`config.mk`:
```
export PLATFORM = sky130hd
export DESIGN_NAME = chan_scan_mux
export DESIGN_NICKNAME = d
export VERILOG_FILES = /design/src/rtl/chan_scan_mux_pkg.sv /design/src/rtl/chan_scan_mux_dwell_counter.sv /design/src/rtl/chan_scan_mux.sv
export SDC_FILE = /design/constraint.sdc
export NUM_CORES = 1
export LEC_CHECK = 0
export ABC_AREA = 1
export CELL_PAD_IN_SITES_DETAIL_PLACEMENT = 1
export CELL_PAD_IN_SITES_GLOBAL_PLACEMENT = 2
export CORE_MARGIN = 4
export CORE_UTILIZATION = 18
export CTS_CLUSTER_DIAMETER = 40
export DETAILED_ROUTE_END_ITERATION = 16
export HOLD_SLACK_MARGIN = 0.1
export PLACE_DENSITY_LB_ADDON = 0.1
export SYNTH_ARGS = -nofsm -noshare
export SYNTH_HDL_FRONTEND = slang
export SYNTH_SLANG_ARGS = --single-unit
```
`constraint.sdc`:
```
create_clock -name clk -period 2.25 [get_ports clk]
set_input_delay 0.45 -clock clk [delete_from_list [all_inputs] [get_ports clk]]
set_output_delay 0.45 -clock clk [all_outputs]
set_load 0.01 [all_outputs]
```
`src/rtl/chan_scan_mux_pkg.sv`:
```
// chan_scan_pkg: shared constants and helpers for the channel scan multiplexer.
package chan_scan_pkg;

  localparam logic MODE_MANUAL = 1'b0;
  localparam logic MODE_SCAN   = 1'b1;

  localparam int DEF_NUM_CH = 8;
  localparam int DEF_DATA_W = 8;
  localparam int DEF_DWELL  = 4;

  // Ceiling log2; clog2(1) = 0.
  function automatic int clog2(input int value);
    int r;
    r = 0;
    for (int v = value - 1; v > 0; v = v >> 1) r++;
    return r;
  endfunction

endpackage

```
`src/rtl/chan_scan_mux_dwell_counter.sv`:
```
// dwell_counter: counts 0..DWELL-1 while enabled; tc flags the last cycle.
// At terminal count the counter waits there while stall is high, so the
// channel being dwelt on is never skipped. Disabled or cleared -> 0.
module dwell_counter
  import chan_scan_pkg::*;
#(
  parameter int DWELL = DEF_DWELL
) (
  input  logic clk,
  input  logic rst_n,
  input  logic en,
  input  logic clr,
  input  logic stall,
  output logic tc
);

  localparam int CNT_W = (DWELL > 1) ? clog2(DWELL) : 1;
  localparam logic [CNT_W-1:0] LAST = CNT_W'(DWELL - 1);

  logic [CNT_W-1:0] cnt_q, cnt_d;

  assign tc = en && (cnt_q == LAST);

  // Next count: clear, hold at terminal count under stall, else step/wrap.
  always_comb begin
    cnt_d = cnt_q;
    if (clr || !en) begin
      cnt_d = '0;
    end else if (cnt_q == LAST) begin
      if (!stall) cnt_d = '0;
    end else begin
      cnt_d = cnt_q + 1'b1;
    end
  end

  // Count register.
  always_ff @(posedge clk) begin
    if (!rst_n) cnt_q <= '0;
    else        cnt_q <= cnt_d;
  end

endmodule

```
`src/rtl/chan_scan_mux.sv`:
```
// chan_scan_mux: registered N-channel mux with manual and round-robin scan
// modes. Optional build macro CHAN_MASK_EN adds a per-channel enable mask.
//
// Handshake: dout/dout_ch are meaningful while dout_valid is high and stay
// stable until the cycle dout_valid & dout_ready, when the sample is taken;
// a new sample may be captured in that same cycle (slot_free).
module chan_scan_mux
  import chan_scan_pkg::*;
#(
  parameter  int NUM_CH = DEF_NUM_CH,
  parameter  int DATA_W = DEF_DATA_W,
  parameter  int DWELL  = DEF_DWELL,
  localparam int SEL_W  = clog2(NUM_CH)
) (
`ifdef CHAN_MASK_EN
  input  logic [NUM_CH-1:0]        ch_mask,
`endif
  input  logic                     clk,
  input  logic                     rst_n,
  input  logic                     mode,
  input  logic [SEL_W-1:0]         sel_in,
  input  logic                     sel_load,
  input  logic [NUM_CH*DATA_W-1:0] din,
  output logic [DATA_W-1:0]        dout,
  output logic [SEL_W-1:0]         dout_ch,
  output logic                     dout_valid,
  input  logic                     dout_ready,
  output logic [SEL_W-1:0]         cur_sel,
  output logic                     sel_err
);

  logic [DATA_W-1:0] dout_q, dout_d;
  logic [SEL_W-1:0]  dout_ch_q, dout_ch_d;
  logic              dout_valid_q, dout_valid_d;
  logic [SEL_W-1:0]  sel_q, sel_d;
  logic              sel_err_q, sel_err_d;

  logic [NUM_CH-1:0] en_mask;
  logic              slot_free, is_scan, sel_en, load_ok, capture, tc, cnt_clr;
  logic [SEL_W-1:0]  next_ch;
  logic [DATA_W-1:0] cap_data;

`ifdef CHAN_MASK_EN
  assign en_mask = ch_mask;
  assign load_ok = sel_load && (int'(sel_in) < NUM_CH) && ch_mask[sel_in];
`else
  assign en_mask = '1;
  assign load_ok = sel_load && (int'(sel_in) < NUM_CH);
`endif

  assign slot_free = !dout_valid_q || dout_ready;
  assign is_scan   = (mode == MODE_SCAN);
  assign sel_en    = en_mask[sel_q];
  assign capture   = slot_free && sel_en && (!is_scan || tc);
  // Restart the dwell on a legal load, and while parked on a disabled channel.
  assign cnt_clr   = load_ok || (is_scan && !sel_en);

  dwell_counter #(
    .DWELL (DWELL)
  ) u_dwell (
    .clk   (clk),
    .rst_n (rst_n),
    .en    (is_scan),
    .clr   (cnt_clr),
    .stall (!slot_free),
    .tc    (tc)
  );

  // Next enabled channel in ascending wrap order; holds sel_q if none.
  always_comb begin
    int idx;
    logic found;
    next_ch = sel_q;
    found   = 1'b0;
    idx     = 0;
    for (int i = 1; i <= NUM_CH; i++) begin
      idx = int'(sel_q) + i;
      if (idx >= NUM_CH) idx = idx - NUM_CH;
      if (!found && en_mask[SEL_W'(idx)]) begin
        next_ch = SEL_W'(idx);
        found   = 1'b1;
      end
    end
  end

  // Channel data selected by sel_q.
  always_comb begin
    cap_data = '0;
    for (int k = 0; k < NUM_CH; k++) begin
      if (sel_q == SEL_W'(k)) cap_data = din[k*DATA_W +: DATA_W];
    end
  end

  // Output slot, selection and error next-state. A load wins over the scan
  // advance; the capture in the same cycle still uses the old sel_q.
  always_comb begin
    dout_d       = dout_q;
    dout_ch_d    = dout_ch_q;
    dout_valid_d = dout_valid_q;
    sel_d        = sel_q;
    sel_err_d    = sel_err_q || (sel_load && !load_ok);
    if (slot_free) begin
      dout_valid_d = capture;
      if (capture) begin
        dout_d    = cap_data;
        dout_ch_d = sel_q;
      end
    end
    if (load_ok) begin
      sel_d = sel_in;
    end else if (is_scan && (capture || !sel_en)) begin
      sel_d = next_ch;
    end
  end

  // State registers.
  always_ff @(posedge clk) begin
    if (!rst_n) begin
      dout_q       <= '0;
      dout_ch_q    <= '0;
      dout_valid_q <= 1'b0;
      sel_q        <= '0;
      sel_err_q    <= 1'b0;
    end else begin
      dout_q       <= dout_d;
      dout_ch_q    <= dout_ch_d;
      dout_valid_q <= dout_valid_d;
      sel_q        <= sel_d;
      sel_err_q    <= sel_err_d;
    end
  end

  assign dout       = dout_q;
  assign dout_ch    = dout_ch_q;
  assign dout_valid = dout_valid_q;
  assign cur_sel    = sel_q;
  assign sel_err    = sel_err_q;

endmodule
```
# --- Word level (Yosys, flattened, before mapping) ---
# Memories as Yosys holds them, arrays and structs flattened. A register that Yosys moved wholly into a read port is not among the register bits.
# Cells that the tools add are included.
totals:
  ff_bits: 17
  latchBits: 0
  ramBits: 0
  rom_bits: 72
  inputBits: 72
  out_inout_bits: 16
  elab_cells: 145
  mem_count: 9
mem_list:
  columns: ["memory", "depth", "word_bits", "read_ports", "rd_ports_with_merged_regs", "wr", "line_no", "source"]
  rows:
  - ["(no name shown)", 8, 1, 1, 0, 0, "chan_scan_mux.sv:79", "if (!found && en_mask[SEL_W'(idx)]) begin"]
  - ["(no name shown)", 8, 1, 1, 0, 0, "chan_scan_mux.sv:79", null]
  - ["(no name shown)", 8, 1, 1, 0, 0, "chan_scan_mux.sv:79", null]
  - ["(no name shown)", 8, 1, 1, 0, 0, "chan_scan_mux.sv:79", null]
  - ["(no name shown)", 8, 1, 1, 0, 0, "chan_scan_mux.sv:79", null]
  - ["(no name shown)", 8, 1, 1, 0, 0, "chan_scan_mux.sv:79", null]
  - ["3 more memories", null, null, null, null, null, null, null]
classes:
  add_sub_neg: 17
  mul: 0
  div_mod_pow: 0
  magnitude_cmp: 17
  eq_ne: 9
  shift: 0
  n_mux: 54
  n_bitwise: 1
  reduce_logical: 33
ops:
  columns: ["cell", "n"]
  rows:
  - ["$mux 8", 8]
  - ["$mux 3", 20]
  - ["$lt 3x5->1 const B", 8]
  - ["$ge 4x4->1 const B", 7]
  - ["$mux 1", 24]
  - ["$sub 3x1->3 const B", 8]
  - ["$add 3x3->4 const B", 4]
  - ["$eq 3x3->1 const B", 4]
  - ["$logic_and 1x1->1", 12]
  - ["$logic_not 1->1", 10]
  - ["$reduce_bool 9->1", 1]
  - ["$add 3x2->4 const B", 2]
  - ["$eq 3x2->1 const B", 2]
  - ["$add 3x4->5 const B", 1]
  - ["$ge 5x4->1 const B", 1]
  - ["$logic_or 1x1->1", 5]
  - ["$add 3x1->4 const B", 1]
  - ["$lt 3x4->1 const B", 1]
  - ["$mux 2", 2]
  - ["$reduce_and 2->1", 2]
  - ["$eq 3x1->1 const B", 1]
  - ["$logic_not 3->1", 1]
  - ["$add 2x1->2 const B", 1]
  - ["$eq 2x2->1 const B", 1]
  - ["other kinds (4)", 4]

# --- Depth between registers and ports, before layout ---
# Gate-level depths: netlist of run 1.
depth:
  word_depth: 32
  mapped_depth: 15
  depth_no_buf: 14

# --- By module ---
# From an unflattened synthesis of run 1, not the netlist that was laid out.
hier_totals:
  cells_unflattened: 307
  area_unflattened_um2: 1619.1
by_module_without_submodules:
  columns: ["module", "n_inst", "cells_each", "area_per_inst_um2", "seq_area_each_um2"]
  rows:
  - ["chan_scan_mux", 1, 289, 1497.7, 300.3]
  - ["dwell_counter", 1, 18, 121.4, 40.0]

# --- Least setup slack after synthesis of run 1 ---
# Ideal clock, no wire load.
synth_timing:
  path_kind: "register to register"
  startpoint: "reg sel_q[2] (netlist: cur_sel[2])"
  endpoint: "reg dout_q[2] (netlist: dout[2])"
  setup_ns: 0.072
  arrival_time_ns: 1.646
  required_time_ns: 2.178
  setup_slack_ns: 0.532
  stages_incl_launch_ff: 16
  cell_sequence: "dfxtp_1 buf_6 inv_6 ha_1 buf_2 inv_1 o21ai_0 inv_1 nand2_1 nand2_1 nand2_1 nand2_1 nand2_1 nand2_1 nand2_1 a21oi_1"
synth_via:
  elab_chain_cells: 9
  elab_cells_between_ends: 16
  cone_classes: "eq/ne (7); mux (8); reduce/logical (1)"
synth_lines:
  columns: ["element", "line_no", "source"]
  rows:
  - ["from (decl)", "chan_scan_mux.sv:35", "logic [SEL_W-1:0] sel_q, sel_d;"]
  - ["from (signal assigned)", "chan_scan_mux.sv:128", "sel_q <= sel_d;"]
  - ["$logic_not 3->1", "chan_scan_mux.sv:90", "if (sel_q == SEL_W'(k)) cap_data = din[k*DATA_W +: DATA_W];"]
  - ["$mux 8 (7 in series)", "chan_scan_mux.sv:90", null]
  - ["$mux 8 (*)", "chan_scan_mux.sv:90", null]
  - ["to (signal assigned)", "chan_scan_mux.sv:125", "dout_q <= dout_d;"]
  - ["to (decl)", "chan_scan_mux.sv:32", "logic [DATA_W-1:0] dout_q, dout_d;"]
# Mark *: on every way between the ends. The rest lies on a longest branch, timed or not.
# A chain may end at the register's enable or synchronous reset.

# --- Final worst setup path of run 1 ---
layout_timing:
  startpoint: "reg sel_q[2] (netlist: cur_sel[2])"
  endpoint: "out cur_sel[2]"
layout_lines:
  columns: ["element", "line_no", "source"]
  rows:
  - ["to (decl)", "chan_scan_mux.sv:28", "output logic [SEL_W-1:0] cur_sel,"]
# No word-level cell between the ends.

==> results.py, run 1 <==
metrics = {
    "drt": {
        "route.antenna.remaining_nets": 0,
        "drc_errors": 0,
        "num_vias": 1931,
        "drt-initial-drc-count": 19,
        "wl_um": 6050,
        "route.met2.wl_um": 2830,
        "vias_per_cell": 4.08,
        "top_layer": "met4",
        "m1WireLength_um": 2790,
        "route.met3.wl_um": 416,
        "first_pass_iters": 4,
        "wl_per_cell_um": 12.8,
    },
    "synth": {
        "synth_area_leader_cell": "nand2_1",
        "ys.flop_type": "dfxtp_1",
        "yosysTopAreaCellShare_pct": 26.4,
        "yosysSeqAreaShare_pct": 21.6,
        "syn_avg_cell_area_sq_um": 5.58,
        "yosysWarnings": 0,
        "synth_cell_type_count": 28,
        "ys_ff_latch": 17,
        "synth-edff-count": 0,
        "synth.most_common_cell": "nand2_1",
        "synthTopCellsByCount": "nand2_1 (111), nor2_1 (36), inv_1 (33)",
        "async_reset_ff_share_pct": 0,
        "syn_area_sq_um": 1580,
        "synthesis.nets": 362,
        "synthCells": 283,
        "synth.area.top_cells": "nand2_1 (26%), dfxtp_1 (22%), nor2_1 (8.6%), inv_1 (7.8%), nand3_1 (5.7%)",
    },
    "pwr": {
        "vdd_drop_max_mv": 0.157,
        "p_leak_uw": 0.00121,
        "powerDensity_nw_per_um2": 415,
    },
    "timing": {
        "setup_viol_count_final": 0,
        "setup_tns_ns": 0,
        "fin_crit_sh_pct": 84.2,
        "period_needed_ns": 1.90,
        "whs_ns": 0.465,
        "setup_ws_ns": 0.355,
        "final_max_slew_viol_count": 0,
        "clock.fmax_mhz": 528,
        "final.setup_skew_ns": 0.00895,
        "rsz0062_at_grt": "no",
        "hold_viol": 0,
    },
    "floorplanning": {
        "start_util_pct": 18.8,
        "die_w_um": 102,
        "die_h_um": 102,
        "io_pins": 88,
        "rows": 33,
        "die_area_sq_um": 10300,
        "fp.coreArea_sq_um": 8380,
    },
    "hold_path": {
        "hp-class": "reg -> reg",
        "hold_end": "dout[7]",
        "whs_path_depth": 2,
        "hp-start": "dout[7]",
    },
    "critical_path": {
        "crit_path_start_kind": "flop",
        "cp.depth": 2,
        "rrSetupSlack_ns": 0.38,
        "cpPeakStageDelay_ns": 0.56,
        "critPathMaxFanout": 8,
        "worstPathRequired_ns": 1.80,
        "crit_family": "buffers and inverters",
        "critPathArrivalTime_ns": 1.45,
        "reg2reg_from": "cur_sel[0]",
        "crit_type": "reg -> out",
        "cp_slowest_cell": "clkdlybuf4s50_1",
        "worstSetupEndpointType": "output pin",
        "critPathBufInv": 2,
        "reg2reg_to": "dout[2]",
        "reg2reg_depth": 13,
        "crit_chain": "buf_4 > clkdlybuf4s50_1",
    },
    "placed_design": {
        "dp_hpwl_um": 5030,
        "port_buffers": 86,
        "gp_congestion": 0.750,
        "dp_slack_ns": 0.220,
    },
    "clock_tree": {
        "postCtsHoldBufs": 0,
        "root_buffer": "clkbuf_8",
        "cts_num_sinks": 17,
        "cts.path.max_buffers": 2,
        "cts_tree": "yes",
        "cts_buffers": 3,
        "clkLatencyLatePin_ns": 0.26,
        "htreeDepth": 1,
        "clk_pin_slew_ns": 0.08,
    },
    "grt": {
        "grt.total_usage_pct": 11.8,
        "grt_pass1_vias": 2059,
        "gr-total-overflow": 0,
        "grt_antenna_before_repair": 0,
        "grt_first_pass_wirelength_um": 9750,
        "grt_max_degree": 18,
    },
    "finish": {
        "final_core_util_pct": 30.8,
        "nNetsFinal": 448,
        "antennaDiodeCount": 0,
        "drive_gt1_share_pct": 7.61,
        "area_growth_pct": 63.6,
    },
    "status": {
        "outcome": "finished clean",
    },
    "flow_run": {
        "drv_cap": 0,
    },
}
## metrics by stage
| step | instance area [sq um] | cells | total power [uW] |
|---|---|---|---|
| global placement | 2530 | 469 | 860 |
| floorplan | 1580 | 283 | 605 |
| detailed placement | 2530 | 469 | 856 |
| CTS | 2580 | 473 | 1100 |
| global route | 2580 | 473 | 1170 |
| finish | 2580 | 473 | 1070 |
## cell usage in the layout, fill, tap and decap left out
master	Yosys	routed
nand2_1	111	111
clkdlybuf4s50_1	0	86
nor2_1	36	36
inv_1	33	33
nand3_1	18	18
dfxtp_1	17	17
a21oi_1	15	15
o21ai_0	10	10
or2_2	8	8
ha_1	7	6
inv_2	3	3
nand2_2	3	3
clkbuf_8	0	3
a211oi_1	2	2
nor2_4	2	2
o21ai_2	2	2
buf_4	1	2
inv_6	1	1
nand2_8	1	1
clkinv_1	1	1
nand3_2	1	1
or2_0	1	1
nand4_1	1	1
a31oi_1	1	1
xor2_1	1	1
ha_2	0	1
conb_1	1	1
clkinv_2	0	1
## what timing repair did
item / CTS / global route
setup buffers: 0 / 0
setup endpoints to repair: 0 / 3
endpoints found under the hold margin: 0 / 0
resized for setup: 0 / 1
## how the worst max path moves through the flow
stage               startpoint    endpoint  slack, ns
floorplan           cur_sel[2]     dout[2]       0.53
global placement    cur_sel[1]     dout[2]       0.27
detailed placement  cur_sel[0]     dout[2]       0.22
CTS                 cur_sel[0]     dout[2]       0.20
global route        cur_sel[0]     dout[1]       0.12
finish              cur_sel[2]  cur_sel[2]       0.35
## tightest hold or removal path, delay by kind of cell, from the launching register on
kind             cells  cell delay, ns
flip-flops           1            0.31
AND/OR/NAND/NOR      1            0.06
AO/OA/AOI/OAI        1            0.05
## flip-flops by register name (all words and copies together) (netlist names)
name and flops:
cur_sel 3, dout 8, dout_ch 3, dout_valid 1, u_dwell.cnt_q 2
## per-layer routing
| layer | global-route usage [%] | vias to the layer above |
|---|---|---|
| li1 | - | 1032 |
| met5 | 0 | - |
| met4 | 1.23 | 0 |
| met2 | 20.3 | 50 |
| met1 | 15.4 | 847 |
| met3 | 3.03 | 2 |
## kinds of logic (layout without fill, tap and decap cells)
logic type | after synthesis | after routing | synth area share, %
flops | 17 | 17 | 21.6
xor+xnor | 1 | 1 | 0.555
compound gates | 30 | 30 | 10.4
buf+inv | 45 | 130 | 12.6
simple gates | 182 | 182 | 49.1
other cells | 1 | 1 | 0.237
fa+ha+maj | 7 | 7 | 5.55
## where the power goes
| group | internal (uW) | switching, uW |
|---|---|---|
| Clock | 123 | 111 |
| Sequential | 328 | 18.9 |
| Combinational | 252 | 240 |
## layout make-up
cell class,instances,area [sq um]
Tap cell,105,131
Sequential cell,17,340
Clock buffer,3,41.3
Inverter,38,148
Fill cell,1108,5800
Timing Repair Buffer,88,876
Clock inverter,1,5.00
Multi-Input combinational cell,221,1040
(Power assumes the default switching activity.)
==> inputs of run 2 (changes only) <==
==> constraint.sdc (replaced) <==
create_clock -name clk -period 1.8 [get_ports clk]
set_input_delay 0.36 -clock clk [delete_from_list [all_inputs] [get_ports clk]]
set_output_delay 0.36 -clock clk [all_outputs]
set_load 0.01 [all_outputs]
==> run 2 against run 1 <==
Hold slack better by 0.0019 ns. Count of clock-buffer cells in the layout is 1 higher. Global-route usage is 0.12 points higher. Sequential power is 26% higher. Clock skew is 0.0061 ns lower. Non-clock buffer count is 14 higher. Routed wire length is 4.9% higher. Largest power group unchanged. Largest cell class unchanged.
==> results.py, run 2 (synthesis results as in run 1) <==
metrics = {
    "pwr": {
        "powerDensity_nw_per_um2": 507,
        "vdd_drop_max_mv": 0.209,
        "p_leak_uw": 0.00129,
        "finalPower_uw": 1400,
    },
    "critical_path": {
        "crit_chain": "buf_6 > clkdlybuf4s50_1",
        "critPathArrivalTime_ns": 1.34,
        "critPathMaxFanout": 8,
        "cp_slowest_cell": "clkdlybuf4s50_1",
        "crit_path_start_kind": "flop",
        "worstPathRequired_ns": 1.44,
        "crit_type": "reg -> out",
        "worstSetupEndpointType": "output pin",
        "cpPeakStageDelay_ns": 0.55,
    },
    "grt": {
        "grt_first_pass_wirelength_um": 9790,
        "grt.total_usage_pct": 11.9,
        "grt_pass1_vias": 2018,
        "gr-total-overflow": 0,
        "grt_max_degree": 18,
        "grt_antenna_before_repair": 0,
    },
    "floorplanning": {
        "die_area_sq_um": 10300,
        "rows": 33,
        "fp.coreArea_sq_um": 8380,
        "die_h_um": 102,
        "io_pins": 88,
        "die_w_um": 102,
        "start_util_pct": 18.8,
    },
    "clock_tree": {
        "cts_num_sinks": 17,
        "clk_pin_slew_ns": 0.07,
        "cts.path.max_buffers": 2,
        "root_buffer": "clkbuf_8",
        "htreeDepth": 1,
        "clkLatencyLatePin_ns": 0.25,
        "cts_buffers": 3,
        "cts_tree": "yes",
    },
    "drt": {
        "wl_per_cell_um": 13.0,
        "vias_per_cell": 4.10,
        "wl_um": 6350,
        "first_pass_iters": 4,
        "route.antenna.remaining_nets": 0,
        "num_vias": 1995,
        "drc_errors": 0,
        "drt-initial-drc-count": 35,
    },
    "finish": {
        "final_core_util_pct": 32.9,
        "nNetsFinal": 462,
        "antennaDiodeCount": 0,
        "area_growth_pct": 74.8,
        "nFillCells": 1097,
        "layout_common_cells": "nand2_1 (111), clkdlybuf4s50_1 (86), nor2_1 (36), inv_1 (28)",
        "drive_gt1_share_pct": 14.7,
        "final_common_cell": "nand2_1",
        "largest_reg_flops": 8,
    },
    "timing": {
        "setup_tns_ns": 0,
        "setup_viol_count_final": 0,
        "fin_crit_sh_pct": 94.4,
        "final_max_slew_viol_count": 0,
        "clock.fmax_mhz": 589,
        "period_needed_ns": 1.70,
        "hold_viol": 0,
        "final.setup_skew_ns": 0.00285,
        "whs_ns": 0.467,
    },
    "placed_design": {
        "dp_hpwl_um": 5160,
        "port_buffers": 86,
        "gp_congestion": 0.731,
    },
    "hold_path": {
        "hp-class": "reg -> reg",
    },
    "status": {
        "outcome": "finished clean",
    },
    "flow_run": {
        "drv_cap": 0,
    },
}
-- run 2: cell count changes in the layout (fill, tap and decap cells not counted), sizes merged --
cell and delta:
clkbuf +1, clkinv -1, buf +14
-- run 2: path summary, 6_finish.rpt --
| check | start | end | slack, ns | cells past startpoint |
|---|---|---|---|---|
| worst max-delay path | cur_sel[2] | cur_sel[2] | 0.10 | 2 |
| worst max register to register | cur_sel[1] | dout[7] | 0.14 | 15 |
| worst min register to register | dout[7] | dout[7] | 0.47 | 2 |
| worst min-delay path | dout[7] | dout[7] | 0.47 | 2 |
-- run 2: layer usage --
metal,GRT usage (%),up-vias,share of wire (%)
li1,-,1066,-
met3,2.62,2,5.5
met2,20.1,46,46
met5,0,-,0
met1,16.2,881,48
met4,1.23,0,0.22
-- run 2: where the power goes --
group	total [uW]	internal [uW]	switching, uW
sequential	438	411	27.9
clock	290	157	133
combinational	670	355	315
total	1400	923	477
-- run 2: cell type report --
cell class	count	area, sq um	area share [%]
Clock buffer	4	45.0	1.63
Sequential cell	17	349	12.6
Timing Repair Buffer	102	992	35.9
Tap cell	105	131	4.76
Multi-Input combinational cell	221	1090	39.4
Inverter	38	155	5.62
-- run 2: per-stage QoR --
step	area, sq um	setup slack, ns	std cells
floorplan	1580	0.0818	283
global placement	2590	-0.00817	477
detailed placement	2590	-0.0296	477
CTS	2640	0.0240	481
global route	2760	-0.00968	487
finish	2760	0.101	487
-- run 2: timing repair --
item,CTS,global route
setup endpoints to repair,6,9
resized for setup,2,24
hold buffers,0,0
buffers inserted,0,6
pin swaps,0,7
-- run 2: critical path: cells and delay by family, from the launching register on --
kind                   cells  cell delay, ns
buffers and inverters      2            0.71
DFF                        1            0.37
